## src/rtl/md_unit_if.sv

```systemverilog
// Operand/result bundle for md_unit; optional in_flush exists when MD_UNIT_FLUSH_EN is defined.
// No logic, no latency: wires only.
// Backpressure: valid/ready on the operand side (in_*) and on the result side (out_*).
interface md_unit_if #(
  parameter int WIDTH = 32
);
  logic [WIDTH-1:0] in_src0;
  logic [WIDTH-1:0] in_src1;
  logic [1:0]       in_op;
  logic             in_sign;
`ifdef MD_UNIT_FLUSH_EN
  logic             in_flush;
`endif
  logic             in_valid;
  logic             in_ready;
  logic             out_ready;
  logic             out_valid;
  logic [WIDTH-1:0] out_res0;
  logic [WIDTH-1:0] out_res1;

  // Producer/consumer side, drives operands and takes results.
  modport master (
    output in_src0, in_src1, in_op, in_sign,
`ifdef MD_UNIT_FLUSH_EN
    output in_flush,
`endif
    output in_valid, out_ready,
    input  in_ready, out_valid, out_res0, out_res1
  );

  // Unit side.
  modport slave (
    input  in_src0, in_src1, in_op, in_sign,
`ifdef MD_UNIT_FLUSH_EN
    input  in_flush,
`endif
    input  in_valid, out_ready,
    output in_ready, out_valid, out_res0, out_res1
  );
endinterface

```

## src/rtl/md_unit.sv

```systemverilog
// Multiply/divide unit: full 2*WIDTH product or restoring divide into res1:res0 (MD_UNIT_FLUSH_EN adds in_flush cancel).
// Latency: MUL_CYCLES edges for MUL, WIDTH+1 edges for DIV, from the input handshake to out_valid.
// Backpressure: one op in flight; in_ready only in IDLE; result held in DONE until out_ready.
module md_unit #(
  parameter int WIDTH      = 32,
  parameter int MUL_CYCLES = 1
) (
  input logic    clk,
  input logic    reset,
  md_unit_if.slave bus
);

  localparam int CNT_MAX = (WIDTH > MUL_CYCLES) ? WIDTH : MUL_CYCLES;
  localparam int CNT_W   = $clog2(CNT_MAX + 1);

  localparam logic [1:0] OP_MUL = 2'b01;
  localparam logic [1:0] OP_DIV = 2'b10;

  typedef enum logic [1:0] {
    IDLE     = 2'd0,
    MUL_BUSY = 2'd1,
    DIV_BUSY = 2'd2,
    DONE     = 2'd3
  } state_t;

  state_t             state;
  logic [CNT_W-1:0]   cnt;
  logic [WIDTH-1:0]   op_a;      // MUL multiplicand, or raw dividend for the divide-by-zero remainder
  logic [WIDTH-1:0]   op_b;      // MUL multiplier, or divisor magnitude
  logic               op_sign;
  logic               neg_q;
  logic               neg_r;
  logic               div_zero;
  logic [WIDTH-1:0]   rem;
  logic [WIDTH-1:0]   quo;       // starts as dividend magnitude, shifts out as quotient bits shift in
  logic [WIDTH-1:0]   res0;
  logic [WIDTH-1:0]   res1;

  logic               flush;
  logic [WIDTH-1:0]   mag_src0;
  logic [WIDTH-1:0]   mag_src1;
  logic [2*WIDTH-1:0] a_ext;
  logic [2*WIDTH-1:0] b_ext;
  logic [2*WIDTH-1:0] product;
  logic [WIDTH:0]     rem_sh;
  logic               take;
  logic [WIDTH-1:0]   rem_nxt;

`ifdef MD_UNIT_FLUSH_EN
  assign flush = bus.in_flush;
`else
  assign flush = 1'b0;
`endif

  assign bus.in_ready  = (state == IDLE) & reset & ~flush;
  assign bus.out_valid = (state == DONE);
  assign bus.out_res0  = res0;
  assign bus.out_res1  = res1;

  // Operand magnitudes, product, and one restoring-divide step.
  always_comb begin
    mag_src0 = (bus.in_sign & bus.in_src0[WIDTH-1]) ? (~bus.in_src0 + 1'b1) : bus.in_src0;
    mag_src1 = (bus.in_sign & bus.in_src1[WIDTH-1]) ? (~bus.in_src1 + 1'b1) : bus.in_src1;
    a_ext    = {{WIDTH{op_sign & op_a[WIDTH-1]}}, op_a};
    b_ext    = {{WIDTH{op_sign & op_b[WIDTH-1]}}, op_b};
    // Low 2*WIDTH bits of the sign-extended product equal the signed product.
    product  = a_ext * b_ext;
    rem_sh   = {rem, quo[WIDTH-1]};
    take     = (rem_sh >= {1'b0, op_b});
    rem_nxt  = take ? WIDTH'(rem_sh - {1'b0, op_b}) : rem_sh[WIDTH-1:0];
  end

  // Control FSM and datapath registers.
  always_ff @(posedge clk) begin
    if (!reset) begin
      state    <= IDLE;
      cnt      <= '0;
      op_a     <= '0;
      op_b     <= '0;
      op_sign  <= 1'b0;
      neg_q    <= 1'b0;
      neg_r    <= 1'b0;
      div_zero <= 1'b0;
      rem      <= '0;
      quo      <= '0;
      res0     <= '0;
      res1     <= '0;
    end else if (flush && state != IDLE) begin
      state <= IDLE;
      cnt   <= '0;
      res0  <= '0;
      res1  <= '0;
    end else begin
      case (state)
        IDLE: begin
          if (bus.in_valid && bus.in_ready) begin
            // Reserved/idle op codes are accepted and silently dropped.
            if (bus.in_op == OP_MUL) begin
              state   <= MUL_BUSY;
              cnt     <= CNT_W'(MUL_CYCLES - 1);
              op_a    <= bus.in_src0;
              op_b    <= bus.in_src1;
              op_sign <= bus.in_sign;
            end else if (bus.in_op == OP_DIV) begin
              state    <= DIV_BUSY;
              cnt      <= CNT_W'(WIDTH);
              op_a     <= bus.in_src0;
              op_b     <= mag_src1;
              op_sign  <= bus.in_sign;
              quo      <= mag_src0;
              rem      <= '0;
              neg_q    <= bus.in_sign & (bus.in_src0[WIDTH-1] ^ bus.in_src1[WIDTH-1]);
              neg_r    <= bus.in_sign & bus.in_src0[WIDTH-1];
              div_zero <= (bus.in_src1 == '0);
            end
          end
        end
        MUL_BUSY: begin
          if (cnt == '0) begin
            res1  <= product[2*WIDTH-1:WIDTH];
            res0  <= product[WIDTH-1:0];
            state <= DONE;
          end else begin
            cnt <= cnt - 1'b1;
          end
        end
        DIV_BUSY: begin
          if (cnt != '0) begin
            rem <= rem_nxt;
            quo <= {quo[WIDTH-2:0], take};
            cnt <= cnt - 1'b1;
          end else begin
            // Sign-fix cycle; divide-by-zero overrides the iterated result.
            if (div_zero) begin
              res0 <= '1;
              res1 <= op_a;
            end else begin
              res0 <= neg_q ? (~quo + 1'b1) : quo;
              res1 <= neg_r ? (~rem + 1'b1) : rem;
            end
            state <= DONE;
          end
        end
        DONE: begin
          if (bus.out_ready) begin
            state <= IDLE;
            res0  <= '0;
            res1  <= '0;
          end
        end
        default: state <= IDLE;
      endcase
    end
  end

endmodule

```

## src/flat_wrapper.sv

```systemverilog
// flat-port wrapper written by rule: the top's interface ports become plain ports
module md_unit_flat 
#(
  parameter int WIDTH      = 32,
  parameter int MUL_CYCLES = 1
)
  (clk, reset, bus_in_src0, bus_in_src1, bus_in_op, bus_in_sign, bus_in_valid, bus_out_ready, bus_in_ready, bus_out_valid, bus_out_res0, bus_out_res1);
  md_unit_if #(.WIDTH(WIDTH)) bus_i ();
  input logic clk;
  input logic reset;
  input wire logic [$bits(bus_i.in_src0)-1:0] bus_in_src0;
  input wire logic [$bits(bus_i.in_src1)-1:0] bus_in_src1;
  input wire logic [$bits(bus_i.in_op)-1:0] bus_in_op;
  input wire logic [$bits(bus_i.in_sign)-1:0] bus_in_sign;
  input wire logic [$bits(bus_i.in_valid)-1:0] bus_in_valid;
  input wire logic [$bits(bus_i.out_ready)-1:0] bus_out_ready;
  output wire logic [$bits(bus_i.in_ready)-1:0] bus_in_ready;
  output wire logic [$bits(bus_i.out_valid)-1:0] bus_out_valid;
  output wire logic [$bits(bus_i.out_res0)-1:0] bus_out_res0;
  output wire logic [$bits(bus_i.out_res1)-1:0] bus_out_res1;
  assign bus_i.in_src0 = bus_in_src0;
  assign bus_i.in_src1 = bus_in_src1;
  assign bus_i.in_op = bus_in_op;
  assign bus_i.in_sign = bus_in_sign;
  assign bus_i.in_valid = bus_in_valid;
  assign bus_i.out_ready = bus_out_ready;
  assign bus_in_ready = bus_i.in_ready;
  assign bus_out_valid = bus_i.out_valid;
  assign bus_out_res0 = bus_i.out_res0;
  assign bus_out_res1 = bus_i.out_res1;
  md_unit #(.WIDTH(WIDTH), .MUL_CYCLES(MUL_CYCLES)) u_core (.clk(clk), .reset(reset), .bus(bus_i));
endmodule
```

## config.mk

```make
export PLATFORM = sky130hd
export DESIGN_NAME = md_unit_flat
export DESIGN_NICKNAME = d
export VERILOG_FILES = /design/src/rtl/md_unit_if.sv /design/src/rtl/md_unit.sv /design/src/flat_wrapper.sv
export SDC_FILE = /design/constraint.sdc
export NUM_CORES = 2
export LEC_CHECK = 0
export ABC_AREA = 1
export ABC_CLOCK_PERIOD_IN_PS = 16379
export CELL_PAD_IN_SITES_DETAIL_PLACEMENT = 2
export CELL_PAD_IN_SITES_GLOBAL_PLACEMENT = 2
export CORE_ASPECT_RATIO = 0.75
export CORE_MARGIN = 2
export CORE_UTILIZATION = 25
export CTS_CLUSTER_SIZE = 16
export DETAILED_ROUTE_END_ITERATION = 16
export HOLD_SLACK_MARGIN = 0.05
export PLACE_DENSITY_LB_ADDON = 0.2
export SLEW_MARGIN = 25
export SYNTH_ARGS = -nofsm -noshare
export SYNTH_HDL_FRONTEND = slang
export SYNTH_SLANG_ARGS = --single-unit
```

## constraint.sdc

```tcl
create_clock -name clk -period 16.38 [get_ports clk]
set_input_delay 4.914 -clock clk [delete_from_list [all_inputs] [get_ports clk]]
set_output_delay 4.914 -clock clk [all_outputs]
set_load 0.005 [all_outputs]
```

==> metrics.csv <==
stage;metric;value;unit
status;status;complete, no violations;
synthesis;syn_area;55000;um^2
floorplanning;io_pins;137;
clocking;cts_buffers;26;
job;drv_cap;0;
critical_path;crit_type;input port to output pin;
clocking;cts_buffer_depth;3;
global_route;grt_use_total;22.1;%
synthesis;synth_cell_types;56;
cells_and_area;final_cell_mix;1997 x nand2_1, 1895 x inv_1, 1126 x fa_1;
clocking;worstSkewPairLatency;0.60;ns
clocking;root_buffer;clkbuf_16;
synthesis;async_reset_ff_share;0;%
critical_path;slowest_stage;buf_4;
timing;fin_ws;5.22;ns
routing;routed_via_density;4.65;
cells_and_area;final_common_cell;nand2_1;
cells_and_area;syn_to_final_growth;9.33;%
routing;first_pass_iters;5;
floorplanning;design.core.area;219000;um^2
timing;worst_pin_slew;1.04;ns
routing;drt-total-wl;246;mm
clocking;htree_levels;1;
placement;dp_cells;10406;
synthesis;synth_nets;9062;
timing;finalCritPeriodShare;68.1;%
cells_and_area;final_cells;10460;
synthesis;synth_ff_type;dfxtp_1;
global_route;grt_max_degree;73;
critical_path;cp_slowest_stage_delay;0.56;ns
critical_path;crit_path_end_kind;output pin;
cells_and_area;fin_nets;8943;
placement;gp_congestion;0.903;
synthesis;synth_edf_count;0;
power;powerDensity;70.3;nW/um^2
power;max-vdd-ir-drop;0.100;mV
timing;clock_skew;0.0398;ns
timing;finalSetupTns;0;ns
cells_and_area;drive_gt1_share;3.28;%
global_route;grt_pass1_wl;370;mm
synthesis;ys_seq_area_share;7.43;%
clocking;cts_tree;built;
timing;setup_viol;0;
critical_path;cp.required;11.47;ns
synthesis;syn-mean-instance-area;7.23;um^2
timing;holdWs;0.478;ns
synthesis;synth_seq_cells;204;
routing;wl_per_cell;23.5;um
floorplanning;die_w;546;um
critical_path;worst-path-buf-inv;3;
placement;dp_slack;5.18;ns
routing;vias;48639;
critical_path;crit_family;buffers and inverters;
floorplanning;die_area;224000;um^2
floorplanning;die_h;410;um
routing;first_iter_violations;2513;
synthesis;post_synth_inst_count;7609;
clocking;clk_pin_slew_worst_paths;0.07;ns
routing;drtAntennaViolNets;0;
clocking;ctsResizeCount;0;
routing;drc_errors;0;
timing;hold_viol;0;
global_route;antenna_found_initial;16;
critical_path;critPathMaxFanout;59;
power;power_leakage;31.7;nW
timing;final_max_slew_viol_count;0;
min_path;holdCritPathClass;register to register;
timing;fin_crit;11.16;ns
global_route;overflow;0;
timing;slew_headroom;29.9;%
floorplanning;rows;149;
placement;post-dp-hpwl;204;mm
clocking;holdBufCountCts;0;
clocking;clock_sinks;204;
synthesis;yosysWarnings;0;
critical_path;cp.arrival;6.25;ns
floorplanning;initial_core_util;25.1;%
placement;io_buffers;136;
critical_path;critPathLaunchType;input port;
critical_path;path_cells;buf_4, nand2_1, inv_1, clkdlybuf4s50_1;
clocking;post-cts-setup-buffer-count;0;
timing;rsz0062_at_grt;no;
timing;max_freq;89.6;MHz
global_route;grt_pass1_vias;55516;
## stage by stage
step           instance area, um^2  util (%)  power [mW]
3_5_place_dp                 59300      27.0        3.61
5_1_grt                      60100      27.4        4.54
6_report                     60100      27.4        4.23
2_1_floorplan                55000         -        2.31
3_3_place_gp                 59300      27.0        3.57
4_1_cts                      60100      27.4        4.27
## worst reg2reg max path: cells and delay by family, from the launching register on
family	cells	cell delay, ns
AOI/OAI and AO/OA	4	0.82
adders and majority gates	9	4.84
buffers and inverters	9	2.18
DFF	1	0.32
and+or+nand+nor	7	0.88
## area by class of cell
type / instances / area, um^2
repair buffers: 226 / 2030
clock inverters: 11 / 128
multi-input cells: 5122 / 42300
flip-flops and latches: 204 / 4120
clock buffers: 32 / 704
well taps: 2944 / 3680
diodes: 11 / 27.5
inverters: 1910 / 7170
fillers: 25850 / 159000
## metal layers
layer | part of all wire, % | vias up | GRT usage, %
li1 | - | 21948 | -
met5 | 0.0098 | - | 0
met1 | 51 | 25889 | 33.6
met3 | 3.5 | 93 | 1.64
met4 | 0.98 | 4 | 2.30
met2 | 44 | 705 | 34.9
## final timing paths
check                      start                       to  slack, ns  depth (start not counted)
setup / recovery           reset             bus_in_ready       5.22                          4
hold / removal     u_core.cnt[0]            u_core.cnt[0]       0.48                          2
setup reg to reg  u_core.op_b[7]  u_core.bus.out_res1[28]       7.27                         29
hold reg to reg    u_core.cnt[0]            u_core.cnt[0]       0.48                          2
## sequential cells by signal, indices dropped and copies added (netlist names)
name                 flops
u_core.neg_q             1
u_core.quo              32
u_core.neg_r             1
u_core.state             2
u_core.op_a             32
u_core.op_b             32
u_core.div_zero          1
u_core.bus.out_res0     32
u_core.cnt               6
u_core.op_sign           1
u_core.bus.out_res1     32
u_core.rem              32
## cells in the mapped netlist, types with 16 or more instances
cell | count | area share [%]
a21oi_1 | 364 | 3.3
a31oi_1 | 22 | 0.25
buf_2 | 24 | 0.22
clkbuf_1 | 327 | 2.2
dfxtp_1 | 204 | 7.4
fa_1 | 1126 | 41
ha_1 | 256 | 5.8
inv_1 | 1898 | 13
nand2_1 | 1997 | 14
nand3_1 | 283 | 2.6
nand3_2 | 16 | 0.29
nand3b_1 | 30 | 0.41
nand4_1 | 50 | 0.57
nor2_1 | 483 | 3.3
nor3_1 | 37 | 0.34
o211ai_1 | 17 | 0.23
o21ai_0 | 255 | 2.3
o21bai_1 | 19 | 0.26
xnor2_1 | 22 | 0.35
xor2_1 | 39 | 0.62
## power breakdown
part | leakage [nW] | switching, mW | internal (mW)
Sequential | 1.68 | 0.167 | 0.619
Clock | 0.404 | 0.277 | 0.337
Combinational | 29.6 | 2.00 | 0.825
Total | 31.7 | 2.45 | 1.78
## cell families (layout without fill, tap and decap cells)
| logic type | after synthesis | count (layout) | share of synthesized area, % |
|---|---|---|---|
| buf+inv | 2283 | 2179 | 15.8 |
| compound gates | 725 | 725 | 7.03 |
| other cells | 0 | 11 | 0 |
| xor+xnor | 61 | 61 | 0.971 |
| flops | 204 | 204 | 7.43 |
| fa+ha+maj | 1382 | 1382 | 46.8 |
| simple gates | 2954 | 2954 | 22.0 |
No activity file was read; power rests on OpenSTA's default activity.
